## src/rtl/rom_16bit_pkg.sv

```systemverilog
// Shared constants and the content function for the 16-bit page ROM.
package rom_16bit_pkg;

    localparam int unsigned ROM_DATA_WIDTH = 16;
    localparam int unsigned ROM_ADDR_WIDTH = 8;
    localparam logic [7:0]  ROM_PATTERN    = 8'h5A;

    // Content word for a given address: {addr ^ pattern, addr}.
    function automatic logic [ROM_DATA_WIDTH-1:0] rom_word(input logic [ROM_ADDR_WIDTH-1:0] addr);
        return {addr[7:0] ^ ROM_PATTERN, addr[7:0]};
    endfunction

endpackage

```

## src/rtl/rom_16bit_sync_if.sv

```systemverilog
// Read bus for rom_16bit_sync. ROM_16BIT_PARITY_EN adds the data_par signal.
interface rom_16bit_sync_if
    import rom_16bit_pkg::*;
#(
    parameter int unsigned DATA_WIDTH = ROM_DATA_WIDTH,
    parameter int unsigned ADDR_WIDTH = ROM_ADDR_WIDTH
);
    logic                  ce;
    logic                  read_en;
    logic [ADDR_WIDTH-1:0] address;
    logic [DATA_WIDTH-1:0] data;
    logic                  data_valid;
    logic                  addr_err;
`ifdef ROM_16BIT_PARITY_EN
    logic                  data_par;

    modport master (output ce, read_en, address, input data, data_valid, addr_err, data_par);
    modport slave  (input ce, read_en, address, output data, data_valid, addr_err, data_par);
`else
    modport master (output ce, read_en, address, input data, data_valid, addr_err);
    modport slave  (input ce, read_en, address, output data, data_valid, addr_err);
`endif

endinterface

```

## src/rtl/rom_16bit_array.sv

```systemverilog
// Combinational DEPTH x DATA_WIDTH content lookup with in-range detect.
module rom_16bit_array
    import rom_16bit_pkg::*;
#(
    parameter int unsigned DATA_WIDTH = ROM_DATA_WIDTH,
    parameter int unsigned ADDR_WIDTH = ROM_ADDR_WIDTH,
    parameter int unsigned DEPTH      = 256
) (
    input  logic [ADDR_WIDTH-1:0] address,
    output logic [DATA_WIDTH-1:0] word_c,
    output logic                  in_range_c
);

    logic [DATA_WIDTH-1:0] table_c [DEPTH];

    for (genvar i = 0; i < int'(DEPTH); i++) begin : g_word
        assign table_c[i] = DATA_WIDTH'(rom_word(ROM_ADDR_WIDTH'(i)));
    end

    // Out-of-range addresses read as zero so the top can load word_c directly.
    always_comb begin
        in_range_c = (32'(address) < DEPTH);
        word_c     = '0;
        if (in_range_c) begin
            word_c = table_c[address];
        end
    end

endmodule

```

## src/rtl/rom_16bit_sync.sv

```systemverilog
// Synchronous 16-bit page ROM: registered data, valid and range-error strobes.
// Optional registered even-parity output under ROM_16BIT_PARITY_EN.
module rom_16bit_sync
    import rom_16bit_pkg::*;
#(
    parameter int unsigned DATA_WIDTH = ROM_DATA_WIDTH,
    parameter int unsigned ADDR_WIDTH = ROM_ADDR_WIDTH,
    parameter int unsigned DEPTH      = 256
) (
    input  logic             clk,
    input  logic             rst_n,
    rom_16bit_sync_if.slave  bus
);

    logic [DATA_WIDTH-1:0] word_c;
    logic                  in_range_c;
    logic                  rd_c;
    logic [DATA_WIDTH-1:0] data_q;
    logic                  valid_q;
    logic                  err_q;

    rom_16bit_array #(
        .DATA_WIDTH (DATA_WIDTH),
        .ADDR_WIDTH (ADDR_WIDTH),
        .DEPTH      (DEPTH)
    ) u_array (
        .address    (bus.address),
        .word_c     (word_c),
        .in_range_c (in_range_c)
    );

    assign rd_c = bus.ce && bus.read_en;

    // Data holds between reads; strobes are single-cycle.
    always_ff @(posedge clk or negedge rst_n) begin
        if (!rst_n) begin
            data_q  <= '0;
            valid_q <= 1'b0;
            err_q   <= 1'b0;
        end else if (rd_c) begin
            data_q  <= word_c;
            valid_q <= 1'b1;
            err_q   <= !in_range_c;
        end else begin
            valid_q <= 1'b0;
            err_q   <= 1'b0;
        end
    end

    assign bus.data       = data_q;
    assign bus.data_valid = valid_q;
    assign bus.addr_err   = err_q;

`ifdef ROM_16BIT_PARITY_EN
    logic par_q;

    always_ff @(posedge clk or negedge rst_n) begin
        if (!rst_n) begin
            par_q <= 1'b0;
        end else if (rd_c) begin
            par_q <= ^word_c;
        end
    end

    assign bus.data_par = par_q;
`endif

endmodule

```

## src/flat_wrapper.sv

```systemverilog
// flat-port wrapper written by rule: the top's interface ports become plain ports
module rom_16bit_sync_flat import rom_16bit_pkg::*;
#(
    parameter int unsigned DATA_WIDTH = ROM_DATA_WIDTH,
    parameter int unsigned ADDR_WIDTH = ROM_ADDR_WIDTH,
    parameter int unsigned DEPTH      = 256
)
  (clk, rst_n, bus_ce, bus_read_en, bus_address, bus_data, bus_data_valid, bus_addr_err);
  rom_16bit_sync_if #(.DATA_WIDTH(DATA_WIDTH), .ADDR_WIDTH(ADDR_WIDTH)) bus_i ();
  input  logic clk;
  input  logic rst_n;
  input wire logic [$bits(bus_i.ce)-1:0] bus_ce;
  input wire logic [$bits(bus_i.read_en)-1:0] bus_read_en;
  input wire logic [$bits(bus_i.address)-1:0] bus_address;
  output wire logic [$bits(bus_i.data)-1:0] bus_data;
  output wire logic [$bits(bus_i.data_valid)-1:0] bus_data_valid;
  output wire logic [$bits(bus_i.addr_err)-1:0] bus_addr_err;
  assign bus_i.ce = bus_ce;
  assign bus_i.read_en = bus_read_en;
  assign bus_i.address = bus_address;
  assign bus_data = bus_i.data;
  assign bus_data_valid = bus_i.data_valid;
  assign bus_addr_err = bus_i.addr_err;
  rom_16bit_sync #(.DATA_WIDTH(DATA_WIDTH), .ADDR_WIDTH(ADDR_WIDTH), .DEPTH(DEPTH)) u_core (.clk(clk), .rst_n(rst_n), .bus(bus_i));
endmodule
```

## config.mk

```make
export PLATFORM = sky130hd
export DESIGN_NAME = rom_16bit_sync_flat
export DESIGN_NICKNAME = d
export VERILOG_FILES = /design/src/rtl/rom_16bit_pkg.sv /design/src/rtl/rom_16bit_sync_if.sv /design/src/rtl/rom_16bit_array.sv /design/src/rtl/rom_16bit_sync.sv /design/src/flat_wrapper.sv
export SDC_FILE = /design/constraint.sdc
export NUM_CORES = 1
export LEC_CHECK = 0
export ABC_AREA = 0
export ABC_CLOCK_PERIOD_IN_PS = 1100
export BUFFER_PORTS_ARGS = -buffer_cell sky130_fd_sc_hd__buf_2
export CAP_MARGIN = 10
export CORE_MARGIN = 2
export CORE_UTILIZATION = 40
export CTS_BUF_LIST = sky130_fd_sc_hd__clkbuf_4 sky130_fd_sc_hd__clkbuf_8
export DETAILED_ROUTE_END_ITERATION = 10
export GPL_ROUTABILITY_DRIVEN = 0
export GPL_TIMING_DRIVEN = 0
export MAX_ROUTING_LAYER = met4
export PLACE_DENSITY_LB_ADDON = 0.12
export SYNTH_ARGS = -nofsm -noshare
export SYNTH_HDL_FRONTEND = slang
export SYNTH_SLANG_ARGS = --single-unit
```

## constraint.sdc

```tcl
create_clock -name clk -period 1.1 [get_ports clk]
set_clock_uncertainty 0.05 [all_clocks]
set_input_delay 0.055 -clock clk [delete_from_list [all_inputs] [get_ports clk]]
set_output_delay 0.055 -clock clk [all_outputs]
set_load 0.01 [all_outputs]
```

==> results.cfg, run 1 <==
[min_path]
worst_hold_path_class = input port to register

[timing]
finalHoldViolations = 0
total_negative_setup_slacks_ns = 0
maxSlewViolCount = 0
achievable_freq_ghz = 0.975
period_share = 0.932
setup_viol = 0
post_route_minimum_period_ns = 1.03
setup_repair_after_global_routing_missed_its_margin = no

[worst_setup_path]
worstPathCellList = buf_4 -> buf_2
timing.critical_path.fanout_max = 3
timing.critical_path.buf_inv = 2
worst_setup_path_start_kind = register
largest_delay_contributor_family_on_the_critical_path = flip-flops
critical-path-slowest-cell = sky130_fd_sc_hd__dfrtp_1
crit_arrival_ns = 0.92
worstSetupPathType = register to output port
crit_path_end_kind = output port
worst-endpoint-required_ns = 1.00
cp_slowest_stage_delay_ns = 0.40

[routing]
drcViolationCount = 0
routed_wirelength_mm = 1.06
first_pass_iteration_count_of_the_detailed_router = 5
route.vias.total = 406
avgViaCountPerCell = 4.23
detail-route-antenna-nets = 0
detail_route.iter0.violations = 6
wire_per_inst_um = 11.0

[pwr]
cellInternalPower_w = 0.000907
total_power_w = 0.00122
power_density_normalized_to_cell_area_nw_per_um2 = 1430
sequentialPowerShare = 0.474
power.share.switching = 0.258
leakage_power_nw = 0.471
ir_worst_vdd_v = 0.000953
p_comb_frac = 0.273
clockPowerShare = 0.253
net-switching-power_w = 0.000316

[global_route]
grt_max_degree = 14
grt_usage = 0.152
first_pass_grt_wire_length_mm = 1.58
via_count_of_the_first_global_routing_pass = 363
grt_antenna_before_repair = 0
globalRouteOverflowTotal = 0

[placed_design]
dpl-instance-area_um2 = 713
placed_insts = 81
dpl_wire_length_um = 695
port-buffer-count = 28

[clock_tree]
clkSlewWorstSetupHoldPaths_ns = 0.08
cts_tree = built
post_cts.resized_instances = 0
cts-root-to-sink-buffers = 2
htree_levels = 1
tritoncts.num_buffers = 3
clock_sinks = 13
ctsRootBufferMaster = sky130_fd_sc_hd__clkbuf_4
insertion_delay_ns = 0.26

[logic_synthesis]
netlist_instances = 38
async_set_reset_flop_share_out_of_synthesis = 1.00
synth-compound-area-share = 0.0406
synth-warning-count = 0
adder_and_majority_gate_portion_of_the_synthesized_area = 0
synth_top_flop_cell = sky130_fd_sc_hd__dfrtp_1
yosys.cell_count.top_type = sky130_fd_sc_hd__dfrtp_1
post_synth_instance_area_um2 = 554
synth_simple_gate_area_frac = 0.0113
avgSynthCellArea_um2 = 14.6
ys_types = 11
yosys.area.top_type_share = 0.587
ys_top_cells_by_area = sky130_fd_sc_hd__dfrtp_1 59%, sky130_fd_sc_hd__mux2_4 19%, sky130_fd_sc_hd__buf_4 6.8%
synth_seq_cells = 13
ys_top_cells_by_count = 13 x sky130_fd_sc_hd__dfrtp_1, 7 x sky130_fd_sc_hd__mux2_4, 5 x sky130_fd_sc_hd__buf_4, 3 x sky130_fd_sc_hd__inv_1
synthXorXnorAreaFrac = 0
syn_nets = 50
number_of_enable_type_register_cells_in_the_synthesized_netlist = 0
netlist.top_cell.by_area = sky130_fd_sc_hd__dfrtp_1
post_synthesis_mux_area_share = 0.246
synth_top_family_by_area = multiplexers
yosysSeqAreaShare = 0.587

[die]
fp.dieArea_um2 = 1700
placeableCoreArea_um2 = 1300
floorplan.die.height_um = 41.2
initial_utilization = 0.426
ios = 30
floorplan.rows = 13
overall_die_width_um = 41.2

[layout]
final_net_count = 94
share_of_the_core_filled_with_cells = 0.656
drive_gt1_frac = 0.580
area_growth_syn_to_layout_pct = 54.0
number_of_inserted_diodes = 0
fin_area_um2 = 853
post_layout_nonfiller_instances = 96

[run_status]
outcome = finished, final reports clean

[job]
cap_viol_max_count = 0
==> layout make-up <==
cell class	instances	area, um^2
Buffer	6	48.8
Inverter	3	11.3
Timing Repair Buffer	39	250
Tap cell	15	18.8
Fill cell	104	448
Clock buffer	4	30.0
Sequential cell	13	325
Multi-Input combinational cell	16	169
==> tightest hold or removal path: stages <==
cell,delay [ns]
sky130_fd_sc_hd__buf_2,0.12
sky130_fd_sc_hd__a21oi_1,0.11
sky130_fd_sc_hd__a31oi_1,0.04
==> routing by layer <==
metal | global-route usage | up-vias | routed length, um
met5 | - | - | 0
met4 | 0.0242 | 0 | 0
met3 | 0.0489 | 0 | 60
met2 | 0.254 | 17 | 536
met1 | 0.180 | 182 | 460
li1 | - | 207 | -
==> power groups by stage <==
stage	Sequential [W]	Combinational (W)	Clock [W]
2_1_floorplan	0.000622	0.000143	0
3_3_place_gp	0.000590	0.000303	0
3_5_place_dp	0.000590	0.000307	0
4_1_cts	0.000582	0.000337	0.000323
5_1_grt	0.000591	0.000368	0.000343
6_report	0.000580	0.000333	0.000309
==> flip-flops by register name (all words and copies together), names as in the netlist <==
name                   flops
u_core.bus.data_valid      1
u_core.bus.data           12
==> kinds of logic after synthesis <==
kind of cell | Yosys count
buf+inv | 9
simple gates | 1
compound gates | 4
other cells | 1
flops | 13
mux | 10
==> path summary, 6_finish.rpt <==
| path | from | slack, ns | endpoint | cells past startpoint |
|---|---|---|---|---|
| worst max-delay path | u_core.bus.data[2] | 0.07 | bus_data[10] | 2 |
| worst max register to register | u_core.bus.data[2] | 0.29 | u_core.bus.data[2] | 1 |
| min in group asynchronous | rst_n | 0.14 | u_core.bus.data[12] | 2 |
| worst min-delay path | bus_read_en | 0.06 | u_core.bus.data[11] | 3 |
| max in group asynchronous | rst_n | 0.64 | u_core.bus.data_valid | 2 |
| worst min register to register | u_core.bus.data[3] | 0.47 | u_core.bus.data[3] | 1 |
==> cells in the final DEF (no fill, tap or decap), drive strengths merged <==
| cell | Yosys | routed |
|---|---|---|
| dfrtp | 13 | 13 |
| buf | 6 | 34 |
| mux2 | 8 | 8 |
| inv | 3 | 3 |
| nand2 | 1 | 1 |
| mux2i | 2 | 2 |
| clkbuf | 0 | 4 |
| a31oi | 2 | 2 |
| dlygate4sd3 | 0 | 11 |
| a21oi | 2 | 2 |
| conb | 1 | 1 |
==> through the flow <==
step	hold WS, ns	setup slack [ns]
6_report	0.0584	0.0743
5_1_grt	0.0665	0.0188
4_1_cts	0.0448	0.0627
3_5_place_dp	-0.0972	0.171
3_3_place_gp	-0.0929	0.180
2_1_floorplan	-0.291	0.266
==> what timing repair did <==
action,4_1_cts,5_1_grt
hold buffers,11,0
setup buffers,0,0
endpoints found under the hold margin,25,0
No activity file was read; power rests on OpenSTA's default activity.
==> run 2: changes to the inputs <==
Settings changed: ABC_CLOCK_PERIOD_IN_PS 1100 to 1000.
Clock period 1.1 ns to 1 ns, I/O delays scaled along.
==> run 2 against run 1 <==
Net effect:
- die area unchanged
- critical endpoint is now u_core.bus.data[2]
- critical path type is now register to register
- largest power group unchanged
- critical path depth stayed put
- via count is 1.7% higher
- power increased by 12%
- register-to-register slack worse by 0.24 ns
- worst hold slack worse by 0.0047 ns
- global-route usage up 1.2 points
- utilization rose by 1.3 points
- clock power grew 9.7%
==> results.cfg, run 2 (synthesis results as in run 1) <==
[timing]
period_share = 0.948
post_route_minimum_period_ns = 0.948
maxSlewViolCount = 0
achievable_freq_ghz = 1.05
total_negative_setup_slacks_ns = 0
setup_repair_after_global_routing_missed_its_margin = no
setup_viol = 0
finalHoldViolations = 0

[global_route]
first_pass_grt_wire_length_mm = 1.70
via_count_of_the_first_global_routing_pass = 407
grt_usage = 0.163
globalRouteOverflowTotal = 0
grt_antenna_before_repair = 0
grt_max_degree = 14

[worst_setup_path]
rr_worst_depth = 2
worstSetupPathType = register to register
crit_arrival_ns = 1.05
worst-endpoint-required_ns = 1.11
crit_path_end_kind = register
worst_setup_path_start_kind = register
timing.critical_path.fanout_max = 3

[layout]
fillers = 102
final_net_count = 93
area_growth_syn_to_layout_pct = 57.1
fin_area_um2 = 871
multi_input_comb_area_um2 = 169
regArea_um2 = 325
final_common_cell = sky130_fd_sc_hd__buf_2
number_of_inserted_diodes = 0
most-common-layout-cells = 24 x sky130_fd_sc_hd__buf_2, 13 x sky130_fd_sc_hd__dfrtp_1, 11 x sky130_fd_sc_hd__dlygate4sd3_1
flip_flop_count_of_the_largest_register_after_layout = 12
post_layout_nonfiller_instances = 95
drive_gt1_frac = 0.575

[die]
placeableCoreArea_um2 = 1300
floorplan.die.height_um = 41.2
floorplan.rows = 13
ios = 30
fp.dieArea_um2 = 1700
overall_die_width_um = 41.2
initial_utilization = 0.426

[placed_design]
placed_insts = 81
dpl_wire_length_um = 695
dpl-instance-area_um2 = 713
port-buffer-count = 28

[routing]
routed_wirelength_mm = 1.09
avgViaCountPerCell = 4.35
detail-route-antenna-nets = 0
detail_route.iter0.violations = 3
route.vias.total = 413
drcViolationCount = 0
first_pass_iteration_count_of_the_detailed_router = 4
wire_per_inst_um = 11.5

[clock_tree]
clkSlewWorstSetupHoldPaths_ns = 0.08
ctsRootBufferMaster = sky130_fd_sc_hd__clkbuf_4
cts-root-to-sink-buffers = 2
clock_sinks = 13
htree_levels = 1
cts_tree = built
insertion_delay_ns = 0.26
tritoncts.num_buffers = 3

[min_path]
instance_count_along_the_most_critical_hold_path = 3
worst_hold_path_class = input port to register

[job]
cap_viol_max_count = 0

[pwr]
sequentialPowerShare = 0.468
power.share.switching = 0.257
power_density_normalized_to_cell_area_nw_per_um2 = 1570
net-switching-power_w = 0.000352
cellInternalPower_w = 0.00102
ir_worst_vdd_v = 0.00102
leakage_power_nw = 0.474
p_comb_frac = 0.284
clockPowerShare = 0.247

[run_status]
outcome = finished, final reports clean
## run 2: what timing repair did
action	in CTS	in global routing
resized for setup	5	0
setup buffers	3	0
hold buffers	11	0
hold endpoints to repair	25	0
endpoints found under the setup margin	4	1
## run 2: routing by layer
metal  global-route usage  part of all wire  vias to the layer above
met1                0.187              0.41                      193
li1                     -                 -                      203
met4               0.0242                 0                        0
met2                0.285              0.53                       17
met3               0.0489             0.052                        0
met5                    -                 0                        -
## run 2: final timing paths
kind	from	endpoint	slack [ns]
max	u_core.bus.data[2]	u_core.bus.data[2]	0.05
min in group asynchronous	rst_n	u_core.bus.data[6]	0.14
max reg2reg	u_core.bus.data[2]	u_core.bus.data[2]	0.05
min reg2reg	u_core.bus.data[3]	u_core.bus.data[3]	0.46
min	bus_read_en	u_core.bus.data[11]	0.05
max in group asynchronous	rst_n	u_core.bus.data_valid	0.54
## run 2: worst max-delay path: stages, from the launching register on
cell and delay [ns]:
sky130_fd_sc_hd__dfrtp_1 0.41, sky130_fd_sc_hd__buf_4 0.14, sky130_fd_sc_hd__mux2_4 0.24
## run 2: area by class of cell
class                      count  area share
timing repair buffer          42       0.342
buffer                         2      0.0216
tap                           15      0.0216
multi-input combinational     16       0.194
clock buffer                   4      0.0345
inverter                       3      0.0129
sequential                    13       0.374
## run 2: metrics by stage
| stage | power (W) | util | setup slack (ns) | hold slack [ns] |
|---|---|---|---|---|
| after floorplan | 0.000842 | - | 0.166 | -0.296 |
| after global placement | 0.000982 | 0.548 | 0.0847 | -0.0979 |
| after detailed placement | 0.000987 | 0.548 | 0.0756 | -0.102 |
| after CTS | 0.00140 | 0.678 | -0.000384 | 0.0398 |
| after global routing | 0.00145 | 0.669 | 0.0194 | 0.0615 |
| final | 0.00137 | 0.669 | 0.0519 | 0.0536 |
## run 2: power by group through the flow
stage	clock network [W]	registers, W	logic, W
final	0.000339	0.000641	0.000390
after global routing	0.000372	0.000654	0.000429
after CTS	0.000356	0.000643	0.000406
after detailed placement	0	0.000649	0.000338
after global placement	0	0.000649	0.000333
after floorplan	0	0.000684	0.000158
